`src/rtl/vip_pkg.sv`:
```
// -----------------------------------------------------------------------------
// vip_pkg
// Shared types and widths for the edge-detector frame controller.
//   state_t   : frame FSM states (IDLE / ACTIVE / UPDATE)
//   THRESH_W  : width of the Sobel threshold
//   CNT_W     : width of the per-frame pixel and edge counters
//   sat_inc() : counter increment that holds at all-ones
// -----------------------------------------------------------------------------
package vip_pkg;

    localparam int THRESH_W = 11;
    localparam int CNT_W    = 20;

    typedef enum logic [1:0] {
        IDLE   = 2'd0,
        ACTIVE = 2'd1,
        UPDATE = 2'd2
    } state_t;

    // Increment when en is set, but never wrap past 2^CNT_W-1.
    function automatic logic [CNT_W-1:0] sat_inc(input logic [CNT_W-1:0] cnt,
                                                 input logic             en);
        return (en && (cnt != '1)) ? cnt + CNT_W'(1) : cnt;
    endfunction

endpackage

```
`src/rtl/vip_edge_frame_ctrl_if.sv`:
```
// -----------------------------------------------------------------------------
// vip_edge_frame_ctrl_if
// Bundles the detector output stream, the host threshold-write handshake and
// the per-frame statistics of vip_edge_frame_ctrl.
//   Stream in  : post_frame_vsync, post_frame_href, post_frame_clken, post_edge
//   Config     : cfg_valid, cfg_thresh[10:0] in; cfg_ready out
//   Results    : sobel_threshold[10:0], frame_done, edge_count[19:0],
//                frame_err, frame_busy
// Modports: master = detector/host side, slave = the controller.
// -----------------------------------------------------------------------------
interface vip_edge_frame_ctrl_if;
    import vip_pkg::*;

    logic                post_frame_vsync;
    logic                post_frame_href;
    logic                post_frame_clken;
    logic                post_edge;
    logic                cfg_valid;
    logic [THRESH_W-1:0] cfg_thresh;
    logic                cfg_ready;
    logic [THRESH_W-1:0] sobel_threshold;
    logic                frame_done;
    logic [CNT_W-1:0]    edge_count;
    logic                frame_err;
    logic                frame_busy;

    modport master (
        output post_frame_vsync, post_frame_href, post_frame_clken, post_edge,
        output cfg_valid, cfg_thresh,
        input  cfg_ready, sobel_threshold, frame_done, edge_count,
        input  frame_err, frame_busy
    );

    modport slave (
        input  post_frame_vsync, post_frame_href, post_frame_clken, post_edge,
        input  cfg_valid, cfg_thresh,
        output cfg_ready, sobel_threshold, frame_done, edge_count,
        output frame_err, frame_busy
    );

endinterface

```
`src/rtl/vip_sat_step.sv`:
```
// -----------------------------------------------------------------------------
// vip_sat_step
// Combinational threshold step: +STEP when up, -STEP when down (up wins),
// result clamped to [MIN, MAX]; otherwise passes thresh through.
//   thresh   in  THRESH_W  current threshold
//   up       in  1         request an increase
//   down     in  1         request a decrease
//   next     out THRESH_W  stepped threshold
// -----------------------------------------------------------------------------
module vip_sat_step
    import vip_pkg::*;
#(
    parameter int STEP = 8,
    parameter int MIN  = 16,
    parameter int MAX  = 1023
) (
    input  logic [THRESH_W-1:0] thresh,
    input  logic                up,
    input  logic                down,
    output logic [THRESH_W-1:0] next
);

    // One extra bit so thresh + STEP cannot wrap before it is compared.
    localparam logic [THRESH_W:0] STEP_X = (THRESH_W+1)'(STEP);
    localparam logic [THRESH_W:0] MIN_X  = (THRESH_W+1)'(MIN);
    localparam logic [THRESH_W:0] MAX_X  = (THRESH_W+1)'(MAX);

    logic [THRESH_W:0] thresh_x;
    logic [THRESH_W:0] sum_x;

    assign thresh_x = {1'b0, thresh};
    assign sum_x    = thresh_x + STEP_X;

    // NOTE: every always_comb output gets a default first so no path leaves it
    // unassigned, which would otherwise infer a latch.
    always_comb begin
        next = thresh;
        if (up) begin
            next = (sum_x > MAX_X) ? MAX_X[THRESH_W-1:0] : sum_x[THRESH_W-1:0];
        end else if (down) begin
            // Compare before subtracting so small values never underflow.
            next = (thresh_x < MIN_X + STEP_X) ? MIN_X[THRESH_W-1:0]
                                               : thresh - STEP_X[THRESH_W-1:0];
        end
    end

endmodule

```
`src/rtl/vip_edge_frame_ctrl.sv`:
```
// -----------------------------------------------------------------------------
// vip_edge_frame_ctrl
// Frame-level controller for a Sobel edge detector: counts qualified and edge
// pixels per frame, publishes the counts at each vsync rising edge, and owns
// the threshold fed back to the detector (host writes, optional auto-adjust).
//   clk    in  pixel clock
//   rst_n  in  asynchronous active-low reset
//   vif    vip_edge_frame_ctrl_if.slave (stream, config handshake, results)
// Optional feature: define VIP_AUTO_THRESH_EN to step the threshold each frame
// toward the [EDGE_LO, EDGE_HI] edge-count window when no host value is queued.
// -----------------------------------------------------------------------------
module vip_edge_frame_ctrl
    import vip_pkg::*;
#(
    parameter int IMG_W          = 640,
    parameter int IMG_H          = 480,
    parameter int THRESH_DEFAULT = 250,
    parameter int THRESH_MIN     = 16,
    parameter int THRESH_MAX     = 1023,
    parameter int EDGE_LO        = 8000,
    parameter int EDGE_HI        = 40000,
    parameter int THRESH_STEP    = 8
) (
    input logic                  clk,
    input logic                  rst_n,
    vip_edge_frame_ctrl_if.slave vif
);

    localparam logic [CNT_W-1:0]    FRAME_PIX  = CNT_W'(IMG_W * IMG_H);
    localparam logic [THRESH_W-1:0] THRESH_RST = THRESH_W'(THRESH_DEFAULT);

    state_t              state, state_nxt;
    logic                vsync_d;
    logic                vs_rise;
    logic                pix_ok, edge_ok;
    logic [CNT_W-1:0]    pix_cnt, edge_cnt;
    logic                carry_pix, carry_edge;
    logic [CNT_W-1:0]    edge_count_q;
    logic                frame_err_q, frame_done_q;
    logic [THRESH_W-1:0] thresh_q, thresh_nxt;
    logic                pend_valid;
    logic [THRESH_W-1:0] pend_val;
    logic                accept;

    assign vs_rise = vif.post_frame_vsync & ~vsync_d;
    assign pix_ok  = vif.post_frame_href & vif.post_frame_clken;
    assign edge_ok = pix_ok & vif.post_edge;
    assign accept  = vif.cfg_valid & ~pend_valid;

    // ---------------------------------------------------------------- FSM
    // NOTE: clocked state uses non-blocking assignments so every register
    // samples pre-edge values regardless of statement order.
    always_ff @(posedge clk or negedge rst_n) begin
        if (!rst_n) begin
            state   <= IDLE;
            vsync_d <= 1'b0;
        end else begin
            state   <= state_nxt;
            vsync_d <= vif.post_frame_vsync;
        end
    end

    always_comb begin
        state_nxt = state;
        case (state)
            IDLE:    if (vs_rise) state_nxt = ACTIVE;
            ACTIVE:  if (vs_rise) state_nxt = UPDATE;
            UPDATE:  state_nxt = ACTIVE;
            default: state_nxt = IDLE;
        endcase
    end

    // ------------------------------------------------------------ counters
    // A pixel seen in the vs_rise cycle is parked in carry_* and, together with
    // any pixel in the UPDATE cycle, seeds the new frame's counters.
    always_ff @(posedge clk or negedge rst_n) begin
        if (!rst_n) begin
            pix_cnt    <= '0;
            edge_cnt   <= '0;
            carry_pix  <= 1'b0;
            carry_edge <= 1'b0;
        end else begin
            carry_pix  <= 1'b0;
            carry_edge <= 1'b0;
            case (state)
                IDLE: begin
                    pix_cnt  <= vs_rise ? CNT_W'(pix_ok)  : '0;
                    edge_cnt <= vs_rise ? CNT_W'(edge_ok) : '0;
                end
                ACTIVE: begin
                    if (vs_rise) begin
                        carry_pix  <= pix_ok;
                        carry_edge <= edge_ok;
                    end else begin
                        pix_cnt  <= sat_inc(pix_cnt, pix_ok);
                        edge_cnt <= sat_inc(edge_cnt, edge_ok);
                    end
                end
                UPDATE: begin
                    pix_cnt  <= CNT_W'(carry_pix)  + CNT_W'(pix_ok);
                    edge_cnt <= CNT_W'(carry_edge) + CNT_W'(edge_ok);
                end
                default: begin
                    pix_cnt  <= '0;
                    edge_cnt <= '0;
                end
            endcase
        end
    end

    // ----------------------------------------------------------- threshold
`ifdef VIP_AUTO_THRESH_EN
    logic [THRESH_W-1:0] thresh_auto;

    vip_sat_step #(
        .STEP (THRESH_STEP),
        .MIN  (THRESH_MIN),
        .MAX  (THRESH_MAX)
    ) u_sat_step (
        .thresh (thresh_q),
        .up     (edge_cnt > CNT_W'(EDGE_HI)),
        .down   (edge_cnt < CNT_W'(EDGE_LO)),
        .next   (thresh_auto)
    );

    always_comb begin
        thresh_nxt = pend_valid ? pend_val : thresh_auto;
    end
`else
    always_comb begin
        thresh_nxt = pend_valid ? pend_val : thresh_q;
    end
`endif

    // Host pending slot: freed by the UPDATE that applies it, so cfg_ready
    // reasserts the cycle after UPDATE. A write landing in an UPDATE with the
    // slot already free is simply queued for the next boundary.
    always_ff @(posedge clk or negedge rst_n) begin
        if (!rst_n) begin
            pend_valid <= 1'b0;
            pend_val   <= '0;
        end else if ((state == UPDATE) && pend_valid) begin
            pend_valid <= 1'b0;
        end else if (accept) begin
            pend_valid <= 1'b1;
            pend_val   <= vif.cfg_thresh;
        end
    end

    // ------------------------------------------------------ frame results
    always_ff @(posedge clk or negedge rst_n) begin
        if (!rst_n) begin
            edge_count_q <= '0;
            frame_err_q  <= 1'b0;
            frame_done_q <= 1'b0;
            thresh_q     <= THRESH_RST;
        end else begin
            frame_done_q <= (state == UPDATE);
            if (state == UPDATE) begin
                edge_count_q <= edge_cnt;
                frame_err_q  <= (pix_cnt != FRAME_PIX);
                thresh_q     <= thresh_nxt;
            end
        end
    end

    assign vif.cfg_ready       = ~pend_valid;
    assign vif.sobel_threshold = thresh_q;
    assign vif.frame_done      = frame_done_q;
    assign vif.edge_count      = edge_count_q;
    assign vif.frame_err       = frame_err_q;
    assign vif.frame_busy      = (state == ACTIVE);

endmodule

```
`src/flat_wrapper.sv`:
```
// flat-port wrapper written by rule: the top's interface ports become plain ports
module vip_edge_frame_ctrl_flat import vip_pkg::*;
#(
    parameter int IMG_W          = 640,
    parameter int IMG_H          = 480,
    parameter int THRESH_DEFAULT = 250,
    parameter int THRESH_MIN     = 16,
    parameter int THRESH_MAX     = 1023,
    parameter int EDGE_LO        = 8000,
    parameter int EDGE_HI        = 40000,
    parameter int THRESH_STEP    = 8
)
  (clk, rst_n, vif_post_frame_vsync, vif_post_frame_href, vif_post_frame_clken, vif_post_edge, vif_cfg_valid, vif_cfg_thresh, vif_cfg_ready, vif_sobel_threshold, vif_frame_done, vif_edge_count, vif_frame_err, vif_frame_busy);
  vip_edge_frame_ctrl_if vif_i ();
  input logic clk;
  input logic rst_n;
  input wire logic [$bits(vif_i.post_frame_vsync)-1:0] vif_post_frame_vsync;
  input wire logic [$bits(vif_i.post_frame_href)-1:0] vif_post_frame_href;
  input wire logic [$bits(vif_i.post_frame_clken)-1:0] vif_post_frame_clken;
  input wire logic [$bits(vif_i.post_edge)-1:0] vif_post_edge;
  input wire logic [$bits(vif_i.cfg_valid)-1:0] vif_cfg_valid;
  input wire logic [$bits(vif_i.cfg_thresh)-1:0] vif_cfg_thresh;
  output wire logic [$bits(vif_i.cfg_ready)-1:0] vif_cfg_ready;
  output wire logic [$bits(vif_i.sobel_threshold)-1:0] vif_sobel_threshold;
  output wire logic [$bits(vif_i.frame_done)-1:0] vif_frame_done;
  output wire logic [$bits(vif_i.edge_count)-1:0] vif_edge_count;
  output wire logic [$bits(vif_i.frame_err)-1:0] vif_frame_err;
  output wire logic [$bits(vif_i.frame_busy)-1:0] vif_frame_busy;
  assign vif_i.post_frame_vsync = vif_post_frame_vsync;
  assign vif_i.post_frame_href = vif_post_frame_href;
  assign vif_i.post_frame_clken = vif_post_frame_clken;
  assign vif_i.post_edge = vif_post_edge;
  assign vif_i.cfg_valid = vif_cfg_valid;
  assign vif_i.cfg_thresh = vif_cfg_thresh;
  assign vif_cfg_ready = vif_i.cfg_ready;
  assign vif_sobel_threshold = vif_i.sobel_threshold;
  assign vif_frame_done = vif_i.frame_done;
  assign vif_edge_count = vif_i.edge_count;
  assign vif_frame_err = vif_i.frame_err;
  assign vif_frame_busy = vif_i.frame_busy;
  vip_edge_frame_ctrl #(.IMG_W(IMG_W), .IMG_H(IMG_H), .THRESH_DEFAULT(THRESH_DEFAULT), .THRESH_MIN(THRESH_MIN), .THRESH_MAX(THRESH_MAX), .EDGE_LO(EDGE_LO), .EDGE_HI(EDGE_HI), .THRESH_STEP(THRESH_STEP)) u_core (.clk(clk), .rst_n(rst_n), .vif(vif_i));
endmodule
```
`config.mk`:
```
export PLATFORM = sky130hd
export DESIGN_NAME = vip_edge_frame_ctrl_flat
export DESIGN_NICKNAME = d
export VERILOG_FILES = /design/src/rtl/vip_pkg.sv /design/src/rtl/vip_edge_frame_ctrl_if.sv /design/src/rtl/vip_sat_step.sv /design/src/rtl/vip_edge_frame_ctrl.sv /design/src/flat_wrapper.sv
export SDC_FILE = /design/constraint.sdc
export NUM_CORES = 1
export LEC_CHECK = 0
export BUFFER_PORTS_ARGS = -buffer_cell sky130_fd_sc_hd__buf_2
export CAP_MARGIN = 20
export CORE_MARGIN = 5
export CORE_UTILIZATION = 55
export DETAILED_ROUTE_END_ITERATION = 8
export PLACE_DENSITY_LB_ADDON = 0.12
export SLEW_MARGIN = 25
export SYNTH_ARGS = -nofsm -noshare
export SYNTH_HDL_FRONTEND = slang
export SYNTH_SLANG_ARGS = --single-unit
```
`constraint.sdc`:
```
create_clock -name clk -period 2.3 [get_ports clk]
set_input_delay 0.23 -clock clk [delete_from_list [all_inputs] [get_ports clk]]
set_output_delay 0.23 -clock clk [all_outputs]
set_load 0.05 [all_outputs]
```
Word-level counts from Yosys, hierarchy flattened
Index checks and enable logic that the tools add are counted.

storage, ports and cells
  word-level logic and storage cells = 60
  bits of input ports = 18
  register bits = 90

cells by class
  equality and inequality tests = 10
  add/subtract/negate cells = 4
  reductions and logical operators = 10
  bitwise operators = 7
  mux-type cells = 17

operator list
  cell                                                                count
  20-bit case mux with 3 select lines                                 2
  20-bit two-way mux                                                  4
  20-bit by 1-bit adder with 20-bit output (second input constant)    2
  20-bit != test (second input constant)                              2
  20-bit by 19-bit != test with 1-bit output (second input constant)  1
  2-bit AND reduction                                                 5
  1-bit two-way mux                                                   8
  2-bit by 1-bit != test with 1-bit output (second input constant)    4
  2-bit case mux with 3 select lines                                  1
  1-bit by 1-bit adder with 2-bit output                              2
  1-bit bitwise AND                                                   4
  2-bit two-way mux                                                   2
  1-bit logical AND                                                   3
  1-bit inverter                                                      3
  2-bit by 1-bit == test with 1-bit output (second input constant)    1
  2-bit == test (second input constant)                               1
  2-bit logical NOT                                                   1
  2-bit != test (second input constant)                               1
  2-bit nonzero test                                                  1

Logic depth before layout (Yosys ltp)
  word-level depth = 6
  gate-level depth with buffers = 8

Worst setup path after synthesis
OpenSTA, ideal clock, no wires.

  path type = register -> register
  from = register u_core.pix_cnt[0]
  to = register u_core.pix_cnt[13]
  path buffers = 1
  arrival time = 1.763 ns
  cell stages (with the launch flop) = 8
  data required time = 2.222 ns
  slack = 0.459 ns
  setup time = 0.078 ns
  cells stage by stage = dfrtp_1 > ha_1 > nand2_1 > or2_2 > clkbuf_1 > nor2_8 > or4_1 > a21oi_1

on the way
  longest elaborated chain between the ends = 4
  elaborated cells between the ends (all ways) = 8
  those cells by class = add/sub (1); eq/ne (2); mux (3); reduce/logical (2)

RTL lines
  item                                                                            RTL line                    source
  start, declared                                                                 vip_edge_frame_ctrl.sv:36   logic [CNT_W-1:0] pix_cnt, edge_cnt;
  start signal, assigned                                                          vip_edge_frame_ctrl.sv:87   pix_cnt <= vs_rise ? CNT_W'(pix_ok) : '0;
  start signal, assigned                                                          vip_edge_frame_ctrl.sv:95   pix_cnt <= sat_inc(pix_cnt, pix_ok);
  start signal, assigned                                                          vip_edge_frame_ctrl.sv:100  pix_cnt <= CNT_W'(carry_pix) + CNT_W'(pix_ok);
  20-bit by 1-bit adder with 20-bit output or 20-bit != test (tied branches)      vip_pkg.sv:23               return (en && (cnt != '1)) ? cnt + CNT_W'(1) : cnt;
  20-bit two-way mux or 1-bit logical AND (tied branches)                         vip_pkg.sv:23
  20-bit two-way mux or 2-bit by 1-bit != test with 1-bit output (tied branches)  n/a
  20-bit case mux with 3 select lines or 2-bit AND reduction (tied branches)      n/a

Parallel ways exist; a longest one is shown, timed or not. The select of a mux whose other input is x is not followed.
A chain may end at the register's enable or synchronous reset.

Worst setup path after layout
  from = register u_core.edge_cnt[0]
  to = register u_core.edge_cnt[0]

on the way
  longest elaborated chain between the ends = 4
  elaborated cells between the ends (all ways) = 8
  those cells by class = add/sub (1); eq/ne (2); mux (3); reduce/logical (2)

RTL lines
  item                                                                            RTL line                    source
  start, declared                                                                 vip_edge_frame_ctrl.sv:36
  start signal, assigned                                                          vip_edge_frame_ctrl.sv:88   edge_cnt <= vs_rise ? CNT_W'(edge_ok) : '0;
  start signal, assigned                                                          vip_edge_frame_ctrl.sv:96   edge_cnt <= sat_inc(edge_cnt, edge_ok);
  start signal, assigned                                                          vip_edge_frame_ctrl.sv:101  edge_cnt <= CNT_W'(carry_edge) + CNT_W'(edge_ok);
  20-bit by 1-bit adder with 20-bit output or 20-bit != test (tied branches)      vip_pkg.sv:23
  20-bit two-way mux or 1-bit logical AND (tied branches)                         vip_pkg.sv:23
  20-bit two-way mux or 2-bit by 1-bit != test with 1-bit output (tied branches)  n/a
  20-bit case mux with 3 select lines or 2-bit AND reduction (tied branches)      n/a

Parallel ways exist; a longest one is shown, timed or not. The select of a mux whose other input is x is not followed.

==> results.md <==
- Run status: finished clean
- Largest net degree at the start of global routing: approximately 90
- Critical Path RT: between 2 and 3 ns
- CTS Sinks: 90
- Syn Std Cell Area: 4230 um2
- Grt met2 use: 28.1%
- Total power: about 4.4 mW
- Htree depth: 3
- Routed Antenna Nets: 0
- Crit Path Class: reg -> reg
- Sequential element share of the synthesized area: 53.4%
- Synth async-reset ratio: 100%
- Slew margin rel.: 55.0%
- Number of max-cap violations: 0
- Synthesized Nets: 440
- DP Wirelength: a little under 6 mm
- CP Launch Type: flip-flop
- Initial antenna violation count: 0
- GRT Util Overall: approximately a fifth
- Die span in x: around 98 um
- Top cell type by total area after synthesis: dfrtp_1
- TritonCTS clock tree: yes
- Core Footprint: 7610 um2
- Post-synth EDFFs: 0
- Clk network pwr share: between 20% and 30%
- Max incr delay on CP: around 0.48 ns
- Pint: ~2.7 mW
- Multiplexer share of the synthesized area: under 10%
- Main combinational cell family by area after synthesis: simple AND/OR/NAND/NOR gates
- Synth cell types: 55
- Sw Share: 38.4%
- Most common cell after layout, fill and taps aside: dfrtp_1
- Clk_lat worst skew: around 0.35 ns
- Die Ht: around 100 um
- Power Dens Cells: between 900 and 1000 nW/um2
- CP max FO: 11
- Worst-path cell chain: ha_1 > nand3_1 > or4_4 > o21ai_2 > xor2_1 > o22ai_1
- YS warnings: 0
- Most Used Layer, Global Route: met1
- Yosys reg bits: 90
- Worst VDD drop: 0.369 mV
- XOR/XNOR Fraction of Synth Area: 4.14%
- Fmax: 0.478 GHz
- Data arrival, critical path: ~2.3 ns
- Overflow after GRT: 0
- Comb pwr share: 30.9%
- Clk slew on worst S/H paths: approximately 0.090 ns
- GPL Wtd Cong: around 0.87
- Complex-gate fraction of the synthesized area: ~8%
- Adder and majority gate portion of the synthesized area: under 10%
- Detailed Route WL: between 8 and 9 mm
- Pleak: 2.22 nW
- Drt wl/cell: 14.9 um
- Share of cells above drive strength 1: between 20% and 30%
- Dominant synthesized flop cell: dfrtp_1
- Die ar.: between 9000 and 10000 um2
- I/O pin total: 53
- Final nets: between 400 and 500
- CP endpoint kind: flip-flop
- Number of gates resized after CTS: 0
- Fin Setup TNS: 0 ns
- Cts bufs inserted: 9
- Period utilization: between 90% and 100%
- GR Util met3: between 4 and 5%
- Cell count after placement: 563
- Slew at the pin closest to its max-slew limit: 0.658 ns
- Max clock buf depth: 2
- Reg power frac: 46.8%
- Final Hold Fails: 0
- Fillers: about 650
- Layout area overhead: 13.5%
- Row cnt: 32
- # setup viols final: 0
- # port buffers: 52
- Max Transition Viols Final: 0
- Starting density of the core: about 56%
- Area of the multi-input gates: 1860 um2
- ANT cells: 0
- First-pass DRT Iterations: 4
- RSZ-0062 raised after global routing: no
- Register area: ~2300 um2
- Mean Syn Cell Area: approximately 10 um2
- CP max-delay cell: or4_4
- DR vias/cell: approximately 5.6
- Switching pwr: about 1.7 mW
- Initial DRC count: a little over 200
- CTS root buffer: clkbuf_8
- Crit path time final: between 2 and 2.5 ns
- Simple-Gate Fraction of Synth Area: between 20% and 30%
- Most frequent cells in the layout: 84 x dfrtp_1, 82 x nand2_1, 51 x buf_2
- # DRC: 0
- Final std cells w/o fill: 580
- First-pass GRT wire length: 15.5 mm
- M1 GR Usage: between 20% and 30%
- Via Count: between 3000 and 4000
- Cell count after synthesis: 417
- Synth area leaders: dfrtp_1 50%, nand2_1 7.3%, mux2_2 5.9%
- Setup Skew: 0.0105 ns
- Vias in the first global route: between 3000 and 4000
- Post-synth top area share: between 40% and 50%
- HP Class: in -> reg
## cells in the mapped netlist (all sizes together), types with 5 or more instances
master  number
dfstp        6
nand3       19
xnor2       12
nor2        29
or3          9
clkbuf      12
nand4       11
and4         6
inv         10
nor4         8
a21oi       13
o21ai       15
or4          7
nand2       82
nor3        12
mux2        22
xor2         8
ha           5
dfrtp       84
## critical path: cells and delay by family (launching register included)
family | cells | cell delay [ns]
compound gates | 2 | 0.47
flops | 1 | 0.44
simple gates | 2 | 0.65
fa+ha+maj | 1 | 0.21
xor+xnor | 1 | 0.19
## worst paths after layout
| path | start | endpoint | slack (ns) | cells after the start |
|---|---|---|---|---|
| setup / recovery | u_core.edge_cnt[0]$_DFFE_PN0P_ | u_core.edge_cnt[0]$_DFFE_PN0P_ | 0.21 | 6 |
| hold / removal | vif_post_frame_vsync | u_core.vsync_d$_DFF_PN0_ | 0.01 | 1 |
| setup reg to reg | u_core.edge_cnt[0]$_DFFE_PN0P_ | u_core.edge_cnt[0]$_DFFE_PN0P_ | 0.21 | 6 |
| hold reg to reg | u_core.vif.edge_count[19]$_DFFE_PN0N_ | u_core.vif.edge_count[19]$_DFFE_PN0N_ | 0.47 | 2 |
| max in group asynchronous | rst_n | u_core.vif.sobel_threshold[4]$_DFFE_PN1P_ | 1.46 | 3 |
| min in group asynchronous | rst_n | u_core.pend_val[6]$_DFFE_PN0P_ | 0.46 | 3 |
## registers in the layout, summed over array words and instances (netlist names)
register	flops
u_core.vif.edge_count	20
u_core.carry_edge	1
u_core.pend_val	11
u_core.vif.sobel_threshold	11
u_core.vif.frame_done	1
u_core.pix_cnt	20
u_core.pend_valid	1
u_core.vsync_d	1
u_core.vif.frame_err	1
u_core.edge_cnt	20
u_core.state	2
u_core.carry_pix	1
## layer usage
layer  share of wire, %  vias to the layer above
li1                   -                     1581
met1                 52                     1551
met2                 41                       87
met3                5.7                        8
met4                1.2                        0
met5                  0                        -
## area by class of cell
class	instances	share of cell area [%]
well taps	102	2.66
flip-flops and latches	90	47.0
clock buffers	10	2.66
repair buffers	61	7.19
clock inverters	6	1.02
inverters	10	0.781
multi-input cells	301	38.7
## logic make-up after synthesis
logic type               count (synthesis)
adder cells (fa/ha/maj)                  5
multiplexers                            25
AND/OR/NAND/NOR                        199
XOR/XNOR                                20
buffers and inverters                   26
flip-flops                              90
AO/OA/AOI/OAI                           52
## power by group through the flow
stage | registers [mW] | logic, mW | clock network [mW]
2_1_floorplan | 2.50 | 0.576 | 0
3_3_place_gp | 2.05 | 1.34 | 0
3_5_place_dp | 2.07 | 1.37 | 0
4_1_cts | 2.04 | 1.37 | 1.00
5_1_grt | 2.08 | 1.46 | 1.08
6_report | 2.04 | 1.35 | 0.973
## through the flow
stage | util [%] | instance area, um2 | setup WS [ns] | hold WS [ns]
3_3_place_gp | 60.7 | 4620 | 0.348 | 0.305
5_1_grt | 63.2 | 4800 | 0.0751 | 0.00137
2_1_floorplan | - | 4230 | 0.459 | -0.0656
6_report | 63.2 | 4800 | 0.206 | 0.0142
4_1_cts | 63.2 | 4800 | 0.234 | 0.00406
3_5_place_dp | 60.7 | 4620 | 0.272 | 0.314
## what timing repair did
action,CTS,global route
hold buffers,1,0
setup buffers,0,0
hold endpoints to repair,84,0
No activity file was read; power rests on OpenSTA's default activity.
